$ cat src/rtl/alu_writeback_buffer_if.sv
// ALU-to-writeback bundle: ALU result input, register-file write port and operand-fetch
// forwarding lookup. in_bmd/ encoding: 0=BMD_08, 1=BMD_16, 2=BMD_32, 3=BMD_64.
interface alu_writeback_buffer_if;
    logic        in_valid;
    logic        in_ready;
    logic [63:0] in_d;
    logic [63:0] in_eflags;
    logic        in_eflags_upd;
    logic        in_wr_en;
    logic [3:0]  in_dst;
    logic [1:0]  in_bmd;
    logic [63:0] eflags_as_src;
    logic        wb_valid;
    logic        wb_ready;
    logic [3:0]  wb_dst;
    logic [63:0] wb_old;
    logic [63:0] wb_data;
    logic [3:0]  fwd_idx;
    logic        fwd_hit;
    logic [63:0] fwd_data;
    logic        fwd_stall;

    // Driven by the ALU / register file / operand-fetch side.
    modport master (
        output in_valid, in_d, in_eflags, in_eflags_upd, in_wr_en, in_dst, in_bmd,
        output wb_ready, wb_old, fwd_idx,
        input  in_ready, eflags_as_src, wb_valid, wb_dst, wb_data,
        input  fwd_hit, fwd_data, fwd_stall
    );

    modport slave (
        input  in_valid, in_d, in_eflags, in_eflags_upd, in_wr_en, in_dst, in_bmd,
        input  wb_ready, wb_old, fwd_idx,
        output in_ready, eflags_as_src, wb_valid, wb_dst, wb_data,
        output fwd_hit, fwd_data, fwd_stall
    );
endinterface

$ cat src/rtl/alu_writeback_buffer.sv
// Post-ALU stage: architectural EFLAGS register, result FIFO to the register-file write port
// with x86-64 partial-width merge, and forwarding of buffered results to operand fetch.
module alu_writeback_buffer #(
    parameter int unsigned DEPTH      = 2,
    parameter logic [63:0] EFLAGS_RST = 64'h2
) (
    input logic             clk,
    input logic             rst,
    alu_writeback_buffer_if.slave bus
);
    localparam logic [1:0] BMD_08 = 2'd0;
    localparam logic [1:0] BMD_16 = 2'd1;
    localparam logic [1:0] BMD_32 = 2'd2;
    localparam logic [1:0] BMD_64 = 2'd3;

    localparam int unsigned PTR_W = $clog2(DEPTH);
    localparam int unsigned CNT_W = PTR_W + 1;

    logic [63:0]      d_mem   [DEPTH];
    logic [3:0]       dst_mem [DEPTH];
    logic [1:0]       bmd_mem [DEPTH];

    logic [PTR_W-1:0] wr_ptr_q, wr_ptr_d;
    logic [PTR_W-1:0] rd_ptr_q, rd_ptr_d;
    logic [CNT_W-1:0] count_q, count_d;
    logic [63:0]      eflags_q, eflags_d;

    logic acc, push, pop;

    assign bus.in_ready      = (count_q != CNT_W'(DEPTH));
    assign bus.wb_valid      = (count_q != '0);
    assign bus.eflags_as_src = eflags_q;

    assign acc  = bus.in_valid & bus.in_ready;
    assign push = acc & bus.in_wr_en;
    assign pop  = bus.wb_valid & bus.wb_ready;

    always_comb begin
        wr_ptr_d = push ? wr_ptr_q + PTR_W'(1) : wr_ptr_q;
        rd_ptr_d = pop  ? rd_ptr_q + PTR_W'(1) : rd_ptr_q;
        count_d  = count_q + CNT_W'(push) - CNT_W'(pop);
        eflags_d = (acc & bus.in_eflags_upd) ? bus.in_eflags : eflags_q;
    end

    always_ff @(posedge clk) begin
        if (rst) begin
            wr_ptr_q <= '0;
            rd_ptr_q <= '0;
            count_q  <= '0;
            eflags_q <= EFLAGS_RST;
        end else begin
            wr_ptr_q <= wr_ptr_d;
            rd_ptr_q <= rd_ptr_d;
            count_q  <= count_d;
            eflags_q <= eflags_d;
        end
    end

    // Payload storage needs no reset: slots are only read while counted as valid.
    always_ff @(posedge clk) begin
        if (push && !rst) begin
            d_mem[wr_ptr_q]   <= bus.in_d;
            dst_mem[wr_ptr_q] <= bus.in_dst;
            bmd_mem[wr_ptr_q] <= bus.in_bmd;
        end
    end

    logic [63:0] head_d;
    assign head_d     = d_mem[rd_ptr_q];
    assign bus.wb_dst = dst_mem[rd_ptr_q];

    // 8/16-bit writes preserve upper bits; 32-bit writes zero the upper half.
    always_comb begin
        bus.wb_data = head_d;
        unique case (bmd_mem[rd_ptr_q])
            BMD_08:  bus.wb_data = {bus.wb_old[63:8], head_d[7:0]};
            BMD_16:  bus.wb_data = {bus.wb_old[63:16], head_d[15:0]};
            BMD_32:  bus.wb_data = {32'b0, head_d[31:0]};
            BMD_64:  bus.wb_data = head_d;
            default: bus.wb_data = head_d;
        endcase
    end

    logic             fwd_found;
    logic [1:0]       fwd_bmd;
    logic [63:0]      fwd_d;
    logic [PTR_W-1:0] slot;

    // Walk oldest to newest so the newest matching entry overrides older ones.
    always_comb begin
        fwd_found = 1'b0;
        fwd_bmd   = BMD_64;
        fwd_d     = '0;
        slot      = '0;
        for (int i = int'(DEPTH) - 1; i >= 0; i--) begin
            slot = wr_ptr_q - PTR_W'(i) - PTR_W'(1);
            if (i < int'(count_q) && dst_mem[slot] == bus.fwd_idx) begin
                fwd_found = 1'b1;
                fwd_bmd   = bmd_mem[slot];
                fwd_d     = d_mem[slot];
            end
        end
    end

    always_comb begin
        bus.fwd_hit   = fwd_found & fwd_bmd[1];
        bus.fwd_stall = fwd_found & ~fwd_bmd[1];
        bus.fwd_data  = '0;
        if (bus.fwd_hit) begin
            bus.fwd_data = (fwd_bmd == BMD_32) ? {32'b0, fwd_d[31:0]} : fwd_d;
        end
    end
endmodule

$ cat src/flat_wrapper.sv
// flat-port wrapper written by rule: the top's interface ports become plain ports
module alu_writeback_buffer_flat 
#(
    parameter int unsigned DEPTH      = 2,
    parameter logic [63:0] EFLAGS_RST = 64'h2
)
  (clk, rst, bus_in_valid, bus_in_d, bus_in_eflags, bus_in_eflags_upd, bus_in_wr_en, bus_in_dst, bus_in_bmd, bus_wb_ready, bus_wb_old, bus_fwd_idx, bus_in_ready, bus_eflags_as_src, bus_wb_valid, bus_wb_dst, bus_wb_data, bus_fwd_hit, bus_fwd_data, bus_fwd_stall);
  alu_writeback_buffer_if bus_i ();
  input logic clk;
  input logic rst;
  input wire logic [$bits(bus_i.in_valid)-1:0] bus_in_valid;
  input wire logic [$bits(bus_i.in_d)-1:0] bus_in_d;
  input wire logic [$bits(bus_i.in_eflags)-1:0] bus_in_eflags;
  input wire logic [$bits(bus_i.in_eflags_upd)-1:0] bus_in_eflags_upd;
  input wire logic [$bits(bus_i.in_wr_en)-1:0] bus_in_wr_en;
  input wire logic [$bits(bus_i.in_dst)-1:0] bus_in_dst;
  input wire logic [$bits(bus_i.in_bmd)-1:0] bus_in_bmd;
  input wire logic [$bits(bus_i.wb_ready)-1:0] bus_wb_ready;
  input wire logic [$bits(bus_i.wb_old)-1:0] bus_wb_old;
  input wire logic [$bits(bus_i.fwd_idx)-1:0] bus_fwd_idx;
  output wire logic [$bits(bus_i.in_ready)-1:0] bus_in_ready;
  output wire logic [$bits(bus_i.eflags_as_src)-1:0] bus_eflags_as_src;
  output wire logic [$bits(bus_i.wb_valid)-1:0] bus_wb_valid;
  output wire logic [$bits(bus_i.wb_dst)-1:0] bus_wb_dst;
  output wire logic [$bits(bus_i.wb_data)-1:0] bus_wb_data;
  output wire logic [$bits(bus_i.fwd_hit)-1:0] bus_fwd_hit;
  output wire logic [$bits(bus_i.fwd_data)-1:0] bus_fwd_data;
  output wire logic [$bits(bus_i.fwd_stall)-1:0] bus_fwd_stall;
  assign bus_i.in_valid = bus_in_valid;
  assign bus_i.in_d = bus_in_d;
  assign bus_i.in_eflags = bus_in_eflags;
  assign bus_i.in_eflags_upd = bus_in_eflags_upd;
  assign bus_i.in_wr_en = bus_in_wr_en;
  assign bus_i.in_dst = bus_in_dst;
  assign bus_i.in_bmd = bus_in_bmd;
  assign bus_i.wb_ready = bus_wb_ready;
  assign bus_i.wb_old = bus_wb_old;
  assign bus_i.fwd_idx = bus_fwd_idx;
  assign bus_in_ready = bus_i.in_ready;
  assign bus_eflags_as_src = bus_i.eflags_as_src;
  assign bus_wb_valid = bus_i.wb_valid;
  assign bus_wb_dst = bus_i.wb_dst;
  assign bus_wb_data = bus_i.wb_data;
  assign bus_fwd_hit = bus_i.fwd_hit;
  assign bus_fwd_data = bus_i.fwd_data;
  assign bus_fwd_stall = bus_i.fwd_stall;
  alu_writeback_buffer #(.DEPTH(DEPTH), .EFLAGS_RST(EFLAGS_RST)) u_core (.clk(clk), .rst(rst), .bus(bus_i));
endmodule
$ cat config.mk
export PLATFORM = sky130hd
export DESIGN_NAME = alu_writeback_buffer_flat
export DESIGN_NICKNAME = d
export VERILOG_FILES = /design/src/rtl/alu_writeback_buffer_if.sv /design/src/rtl/alu_writeback_buffer.sv /design/src/flat_wrapper.sv
export SDC_FILE = /design/constraint.sdc
export NUM_CORES = 1
export LEC_CHECK = 0
export CORE_UTILIZATION = 35
export DETAILED_ROUTE_END_ITERATION = 8
export PLACE_DENSITY = 0.73
export SLEW_MARGIN = 20
export SYNTH_ARGS = -nofsm -noshare
export SYNTH_HDL_FRONTEND = slang
export SYNTH_SLANG_ARGS = --single-unit
$ cat constraint.sdc
create_clock -name clk -period 16.5 [get_ports clk]
set_input_delay 4.125 -clock clk [delete_from_list [all_inputs] [get_ports clk]]
set_output_delay 4.125 -clock clk [all_outputs]
set_load 0.005 [all_outputs]
==> flow_metrics.py, run 1 <==
metrics = {
    "cells_and_area": {
        "n_fill_cell": 2485,
        "final_common_cell": "clkdlybuf4s50_1",
        "area_growth_pct": 51.1,
        "layout_common_cells": "clkdlybuf4s50_1, nand2_1, edfxtp_1, a221oi_1, a21oi_1",
        "drive_gt1_share_pct": 6.16,
        "nNetsFinal": 1492,
        "post_layout_nonfiller_instances": 1678,
    },
    "clock_network": {
        "post-cts-setup-buffer-count": 0,
        "cts_buffers": 24,
        "htree_levels": 1,
        "ctsResizeCount": 0,
        "hold_buffers": 0,
        "cts_tree": "done",
        "cts.sinks": 209,
        "path_clk_slew_ns": 0.06,
        "insertion_delay_ns": 0.50,
        "clockBufferDepth": 3,
        "clk_root_buffer_cell": "clkbuf_16",
    },
    "floorplanning": {
        "die_height_um": 170,
        "rows": 61,
        "core_area_um2": 27800,
        "die_area_um2": 28900,
        "ios": 408,
        "die_x_um": 170,
        "initial_core_util_pct": 35.6,
    },
    "setup_path": {
        "path_buf_inv": 3,
        "crit_top_cell": "clkdlybuf4s50_1",
        "crit_arrival_ns": 7.83,
        "cp_slowest_cell": "buf_4",
        "cp_num_cells": 9,
        "ff2ff_path_depth": 4,
        "max_stage_delay_ns": 0.90,
        "crit_family": "buffers and inverters",
        "worstSetupPathType": "in -> out",
        "startpoint_type": "primary input",
        "setup.worst_path.end_class": "output port",
        "critPathRequiredTime_ns": 12.38,
        "cp_max_fo": 104,
        "crit_chain": "clkdlybuf4s50_1 -> o21bai_1 -> mux2i_1 -> and4_4 -> nor2_4 -> buf_4 -> a221oi_1 -> nor3_1 -> clkdlybuf4s50_1",
    },
    "sta": {
        "hold_viol_final": 0,
        "tightest_slew_ns": 1.11,
        "slew_headroom_pct": 26.2,
        "slew_viol_final": 0,
        "setup_tns_ns": 0,
        "max_freq_mhz": 83.6,
        "fin_skew_ns": 0.00582,
        "period_share_pct": 72.5,
        "fin_crit_ns": 11.96,
        "grt_setup_unrepaired": "no",
        "setup_viol": 0,
    },
    "worst_hold_path": {
        "min_path_cells": 2,
        "min_path_type": "reg -> reg",
    },
    "synth": {
        "yosysTopAreaCell": "edfxtp_1",
        "syn_inst": 933,
        "netlist_area_um2": 9890,
        "synth_top_cell_area_share_pct": 42.5,
        "ys_seq_area_share_pct": 56.5,
        "ys_ff_latch": 209,
        "synthArstFlopShare_pct": 0,
        "synth_flop_cell": "edfxtp_1",
        "synth_area_leaders": "edfxtp_1, dfxtp_1, a221oi_1",
        "synth_edf_count": 140,
        "synth_area_per_cell_um2": 10.6,
        "synth_cell_type_count": 32,
        "yosys_warnings": 0,
        "syn_nets": 1143,
    },
    "placed_design": {
        "place_congestion": 0.789,
        "portBuffers": 399,
        "post-place-cells": 1633,
        "dp_hpwl_um": 21300,
    },
    "routing": {
        "drt-total-wl_um": 32400,
        "highest_layer": "met4",
        "vias_per_cell": 5.48,
        "wl_met3_um": 3430,
        "ant_nets": 0,
        "wl_met1_um": 11700,
        "dr.pass1.iters": 8,
        "vias": 9193,
        "drt_iter0_markers": 584,
        "wl_per_cell_um": 19.3,
        "drc": 0,
        "dr_wl_met2_um": 16400,
    },
    "pwr": {
        "leakage_nw": 4.90,
        "ir_drop_mv": 0.0861,
        "power_density_nw_per_um2": 112,
    },
    "global_route": {
        "grt_pass1_wl_um": 47700,
        "grt-ovfl-total": 0,
        "grt.total_usage_pct": 21.2,
        "grt_max_degree": 106,
        "grt_pass1_vias": 8873,
        "grt_antenna_before_repair": 1,
    },
    "flow_run": {
        "cap_violations": 0,
    },
    "status": {
        "outcome": "finished clean",
    },
}
-- cell type report --
type                    instances  area, um2  share of cell area [%]
repair buffers                414       4110                    27.5
multi-input cells             626       3930                    26.3
inverters                       7       26.3                   0.176
diodes                          1       2.50                  0.0167
flip-flops and latches        209       5590                    37.4
clock inverters                10        125                   0.837
clock buffers                  33        687                    4.60
well taps                     378        473                    3.16
-- worst paths after layout --
| path | to | slack, ns | start |
|---|---|---|---|
| worst min register to register | u_core.bus.eflags_as_src[10]$_SDFFE_PP0P_ | 0.45 | u_core.bus.eflags_as_src[10]$_SDFFE_PP0P_ |
| worst max-delay path | bus_fwd_data[33] | 4.54 | bus_fwd_idx[1] |
| worst max register to register | u_core.d_mem[1][61]$_DFFE_PP_ | 14.01 | u_core.wr_ptr_q$_SDFFE_PP0P_ |
| worst min-delay path | u_core.bus.eflags_as_src[10]$_SDFFE_PP0P_ | 0.45 | u_core.bus.eflags_as_src[10]$_SDFFE_PP0P_ |
-- layer usage --
metal	vias up	global-route usage, %
met1	4420	23.5
met3	53	6.86
met4	0	6.97
met2	455	38.2
met5	-	0
li1	4265	-
-- per-stage QoR --
stage          setup WS [ns]  hold slack (ns)  area [um2]  total power, mW  util (%)
2_1_floorplan           6.60            0.453        9890            0.883         -
3_3_place_gp            4.65            0.443       14100             1.13      50.8
3_5_place_dp            4.57            0.447       14100             1.14      50.8
4_1_cts                 4.56            0.454       14900             1.69      53.7
5_1_grt                 4.30            0.470       14900             1.75      53.8
6_report                4.54            0.453       14900             1.67      53.8
-- tightest hold or removal path, cell delays in order (launching register included) --
cell     delay, ns
dfxtp_1       0.31
nand2_1       0.05
a21oi_1       0.05
-- cell usage after synthesis (2+ instances only) --
library cell  instances
a21oi_1              71
a221oi_1            130
buf_1                 5
buf_2                28
buf_4                 3
buf_6                 2
clkbuf_1             53
dfxtp_1              69
edfxtp_1            140
ha_1                  2
inv_1                 7
mux2_2               12
mux2i_1              68
nand2_1             181
nand3_1               2
nor2_1               13
nor3_1               70
o21ai_0              53
o22ai_1               2
or2_2                 2
xnor2_1               3
xor2_1                7
-- state kept, by name (all words and copies together), names as in the netlist, named ones only --
name                      flops
u_core.bmd_mem                4
u_core.bus.eflags_as_src     64
u_core.wr_ptr_q               1
u_core.d_mem                128
u_core.dst_mem                8
u_core.rd_ptr_q               1
u_core.count_q                2
-- power breakdown --
group / internal [mW] / total (mW) / switching, mW
registers: 0.595 / 0.633 / 0.0384
logic: 0.265 / 0.496 / 0.230
clock network: 0.336 / 0.542 / 0.205
total: 1.20 / 1.67 / 0.474
-- cell families after synthesis --
family	synth area share [%]
fa+ha+maj	0.253
xor+xnor	0.886
compound gates	18.0
buf+inv	4.34
flops	56.5
mux	8.25
simple gates	11.8
(Power assumes the default switching activity.)
==> inputs of run 2 (changes only) <==
- PLACE_DENSITY: 0.73 -> 0.76
- clock period: 16.5 -> 10.95 ns (I/O delays scaled with it)
==> flow_metrics.py, run 2 (same netlist as run 1, synthesis figures left out) <==
metrics = {
    "status": {
        "outcome": "finished clean",
    },
    "cells_and_area": {
        "nNetsFinal": 1490,
        "area_growth_pct": 50.4,
        "largest_reg_flops": 128,
        "final_common_cell": "clkdlybuf4s50_1",
        "n_antenna_cell": 0,
        "fin_area_um2": 14900,
        "layout_common_cells": "clkdlybuf4s50_1, nand2_1, edfxtp_1, a221oi_1, a21oi_1",
        "top_register": "u_core.d_mem",
        "drive_gt1_share_pct": 5.56,
    },
    "placed_design": {
        "placedInstanceArea_um2": 14100,
        "place_congestion": 0.744,
        "portBuffers": 399,
        "dp_hpwl_um": 21200,
    },
    "pwr": {
        "power_density_nw_per_um2": 165,
        "leakage_nw": 4.86,
        "ir_drop_mv": 0.121,
    },
    "clock_network": {
        "post-cts-setup-buffer-count": 0,
        "htree_levels": 1,
        "ctsResizeCount": 0,
        "clk_root_buffer_cell": "clkbuf_16",
        "hold_buffers": 0,
        "cts_buffers": 23,
        "insertion_delay_ns": 0.50,
        "path_clk_slew_ns": 0.06,
        "cts_tree": "done",
        "clockBufferDepth": 3,
        "cts.sinks": 209,
    },
    "global_route": {
        "grt_antenna_before_repair": 0,
        "grt.total_usage_pct": 20.8,
        "grt-ovfl-total": 0,
        "grt_pass1_vias": 8446,
        "grt_max_degree": 109,
        "grt_pass1_wl_um": 46800,
    },
    "routing": {
        "ant_nets": 0,
        "wl_per_cell_um": 19.2,
        "vias_per_cell": 5.44,
        "drc": 0,
        "drt-total-wl_um": 32200,
        "vias": 9096,
        "dr.pass1.iters": 7,
        "drt_iter0_markers": 559,
    },
    "sta": {
        "fin_skew_ns": 0.00612,
        "setup_tns_ns": 0,
        "fin_crit_ns": 9.06,
        "slew_headroom_pct": 29.0,
        "setup_viol": 0,
        "hold_viol_final": 0,
        "grt_setup_unrepaired": "no",
        "tightest_slew_ns": 1.06,
        "max_freq_mhz": 110,
        "slew_viol_final": 0,
        "period_share_pct": 82.8,
    },
    "floorplanning": {
        "rows": 61,
        "die_height_um": 170,
        "core_area_um2": 27800,
        "die_x_um": 170,
        "initial_core_util_pct": 35.6,
        "ios": 408,
        "die_area_um2": 28900,
    },
    "setup_path": {
        "crit_arrival_ns": 6.32,
        "critPathRequiredTime_ns": 8.21,
        "worstSetupPathType": "in -> out",
        "cp_max_fo": 88,
        "setup.worst_path.end_class": "output port",
        "path_buf_inv": 3,
        "cp_slowest_cell": "buf_4",
        "crit_chain": "clkdlybuf4s50_1 -> o21bai_1 -> mux2i_1 -> and4_4 -> buf_4 -> a221oi_1 -> nor3_1 -> clkdlybuf4s50_1",
        "crit_top_cell": "clkdlybuf4s50_1",
        "max_stage_delay_ns": 0.80,
        "crit_family": "buffers and inverters",
        "startpoint_type": "primary input",
    },
    "flow_run": {
        "cap_violations": 0,
    },
    "worst_hold_path": {
        "min_path_type": "reg -> reg",
    },
}
[run 2: cell count changes in the layout (fill, tap and decap cells not counted), sizes merged]
cell	previous run	this run
clkinvlp	1	0
clkbuf	33	34
clkinv	6	5
diode	1	0
bufinv	3	1
buf	16	15
[run 2: cell type report]
class | instances | area, um2
tap | 378 | 473
clock inverter | 6 | 50.0
inverter | 7 | 26.3
sequential | 209 | 5590
multi-input combinational | 626 | 3930
clock buffer | 34 | 678
fill | 2430 | 12900
timing repair buffer | 413 | 4130
[run 2: worst paths after layout]
kind / cells after the start / startpoint / endpoint / slack [ns]
setup / recovery: 8 / bus_fwd_idx[1] / bus_fwd_data[22] / 1.89
hold / removal: 2 / u_core.bus.eflags_as_src[41]$_SDFFE_PP0P_ / u_core.bus.eflags_as_src[41]$_SDFFE_PP0P_ / 0.45
setup reg to reg: 5 / u_core.wr_ptr_q$_SDFFE_PP0P_ / u_core.d_mem[1][61]$_DFFE_PP_ / 7.79
hold reg to reg: 2 / u_core.bus.eflags_as_src[41]$_SDFFE_PP0P_ / u_core.bus.eflags_as_src[41]$_SDFFE_PP0P_ / 0.45
[run 2: routing by layer]
metal	part of all wire [%]	vias to the layer above	global-route usage, %
li1	-	4249	-
met1	38	4376	23.7
met2	50	423	36.7
met3	9.8	48	6.40
met4	2.6	0	7.13
met5	0	-	0
[run 2: report_power, final]
group | internal, mW | switching, mW | total [mW]
logic | 0.402 | 0.340 | 0.742
registers | 0.896 | 0.0652 | 0.961
clock network | 0.448 | 0.301 | 0.750
[run 2: worst register-to-register path: stages, from the launching register on]
cell,delay [ns]
dfxtp_4,0.98
inv_2,0.12
buf_4,0.40
nor3_2,0.27
buf_4,0.28
buf_4,0.64
[run 2: per-stage QoR]
step | utilization [%] | setup WS, ns | total power, mW | instances | hold WS (ns)
after global routing | 53.6 | 1.72 | 2.57 | 1673 | 0.473
after detailed placement | 50.8 | 1.85 | 1.72 | 1632 | 0.447
after CTS | 53.5 | 1.86 | 2.47 | 1672 | 0.453
after global placement | 50.8 | 1.93 | 1.70 | 1632 | 0.441
final | 53.6 | 1.89 | 2.45 | 1673 | 0.454
after floorplan | - | 2.44 | 1.33 | 933 | 0.453
==> inputs of run 3 (changes only) <==
- PLACE_DENSITY: 0.76 -> 0.73
- clock period: 10.95 -> 9.11 ns (I/O delays scaled with it)
==> flow_metrics.py, run 3 (same netlist as run 1, synthesis figures left out) <==
metrics = {
    "status": {
        "outcome": "finished clean",
    },
    "sta": {
        "grt_setup_unrepaired": "no",
        "slew_viol_final": 0,
        "max_freq_mhz": 130,
        "fin_crit_ns": 7.68,
        "setup_viol": 0,
        "hold_viol_final": 0,
        "slew_headroom_pct": 37.3,
        "setup_tns_ns": 0,
        "tightest_slew_ns": 0.941,
        "period_share_pct": 84.3,
        "setup_ws_ns": 1.43,
        "fin_skew_ns": 0.0194,
    },
    "pwr": {
        "swShare_pct": 29.1,
        "seq_power_share_pct": 39.2,
        "internal_power_mw": 2.08,
        "ir_drop_mv": 0.194,
        "clkPwrFrac_pct": 30.2,
        "leakage_nw": 4.86,
        "power_density_nw_per_um2": 197,
        "p_comb_share_pct": 30.6,
        "power_switching_mw": 0.851,
    },
    "clock_network": {
        "cts.sinks": 209,
        "path_clk_slew_ns": 0.06,
        "hold_buffers": 0,
        "cts_buffers": 23,
        "ctsResizeCount": 0,
        "clk_root_buffer_cell": "clkbuf_16",
        "clockBufferDepth": 3,
        "insertion_delay_ns": 0.51,
        "post-cts-setup-buffer-count": 0,
        "cts_tree": "done",
        "htree_levels": 1,
    },
    "global_route": {
        "grt_max_degree": 127,
        "grt_antenna_before_repair": 0,
        "grt_pass1_wl_um": 47000,
        "grt.total_usage_pct": 21.0,
        "grt_pass1_vias": 8562,
        "grt-ovfl-total": 0,
    },
    "setup_path": {
        "path_buf_inv": 3,
        "max_stage_delay_ns": 0.62,
        "cp_max_fo": 44,
        "setup.worst_path.end_class": "output port",
        "crit_arrival_ns": 5.40,
        "crit_path_start": "bus_fwd_idx[1]",
        "startpoint_type": "primary input",
        "timing.rr.start": "u_core.wr_ptr_q$_SDFFE_PP0P_",
        "crit_chain": "clkdlybuf4s50_1 -> o21bai_1 -> mux2i_1 -> and4_4 -> nor3_1 -> o22ai_4 -> buf_8 -> nor3_1 -> clkdlybuf4s50_1",
        "crit_family": "buffers and inverters",
        "worstSetupPathType": "in -> out",
        "cp_slowest_cell": "o22ai_4",
        "critPathRequiredTime_ns": 6.83,
    },
    "floorplanning": {
        "die_height_um": 170,
        "initial_core_util_pct": 35.6,
        "core_area_um2": 27800,
        "die_x_um": 170,
        "die_area_um2": 28900,
        "ios": 408,
        "rows": 61,
    },
    "worst_hold_path": {
        "min_path_type": "reg -> reg",
        "hp-start": "u_core.bus.eflags_as_src[34]$_SDFFE_PP0P_",
    },
    "cells_and_area": {
        "layout_common_cells": "clkdlybuf4s50_1, nand2_1, edfxtp_1, a221oi_1, a21oi_1",
        "top_register": "u_core.d_mem",
        "largest_reg_flops": 128,
        "drive_gt1_share_pct": 6.02,
        "multi_input_area_um2": 3930,
        "n_fill_cell": 2471,
        "area_growth_pct": 50.3,
        "regArea_um2": 5590,
        "final_common_cell": "clkdlybuf4s50_1",
        "nNetsFinal": 1492,
    },
    "routing": {
        "dr.pass1.iters": 4,
        "vias_per_cell": 5.44,
        "drt-total-wl_um": 32200,
        "drc": 0,
        "wl_per_cell_um": 19.2,
        "vias": 9117,
        "ant_nets": 0,
        "drt_iter0_markers": 537,
    },
    "flow_run": {
        "cap_violations": 0,
    },
    "placed_design": {
        "portBuffers": 399,
        "place_congestion": 0.747,
        "dp_worst_setup_slack_ns": 1.28,
        "dp_hpwl_um": 21500,
    },
}
-- run 3: layer usage --
metal  GRT usage (%)  part of all wire (%)  up-vias
li1                -                     -     4260
met1            23.2                    37     4400
met2            38.0                    51      416
met3            7.00                    10       41
met4            6.31                   2.7        0
met5               0                     0        -
-- run 3: worst paths after layout --
kind,end,slack (ns),depth (start not counted)
hold reg to reg,u_core.bus.eflags_as_src[34]$_SDFFE_PP0P_,0.45,2
hold / removal,u_core.bus.eflags_as_src[34]$_SDFFE_PP0P_,0.45,2
setup reg to reg,u_core.d_mem[1][41]$_DFFE_PP_,6.78,3
setup / recovery,bus_fwd_data[61],1.43,9
-- run 3: power groups by stage --
| stage | combinational (mW) | sequential (mW) | clock (mW) |
|---|---|---|---|
| after floorplan | 0.469 | 1.13 | 0 |
| after global placement | 0.888 | 1.16 | 0 |
| after detailed placement | 0.898 | 1.17 | 0 |
| after CTS | 0.901 | 1.15 | 0.910 |
| after global routing | 0.974 | 1.15 | 0.951 |
| final | 0.896 | 1.15 | 0.885 |
-- run 3: metrics by stage --
stage,cells,cell area [um2],power [mW],hold slack [ns],utilization (%)
3_3_place_gp,1634,14100,2.05,0.440,50.9
2_1_floorplan,933,9890,1.60,0.453,-
6_report,1675,14900,2.93,0.452,53.5
4_1_cts,1673,14800,2.96,0.454,53.4
3_5_place_dp,1634,14100,2.06,0.446,50.9
5_1_grt,1674,14900,3.08,0.475,53.5
-- run 3: layout make-up --
type | instances | share of cell area (%)
sequential | 209 | 37.6
timing repair buffer | 415 | 27.8
multi-input combinational | 626 | 26.4
clock buffer | 27 | 3.97
tap | 378 | 3.18
clock inverter | 12 | 0.816
inverter | 7 | 0.177
antenna | 1 | 0.0168
-- run 3: worst min-delay path: cells and delay by family, from the launching register on --
family	cells	cell delay (ns)
DFF	1	0.31
and+or+nand+nor	1	0.05
AOI/OAI and AO/OA	1	0.05
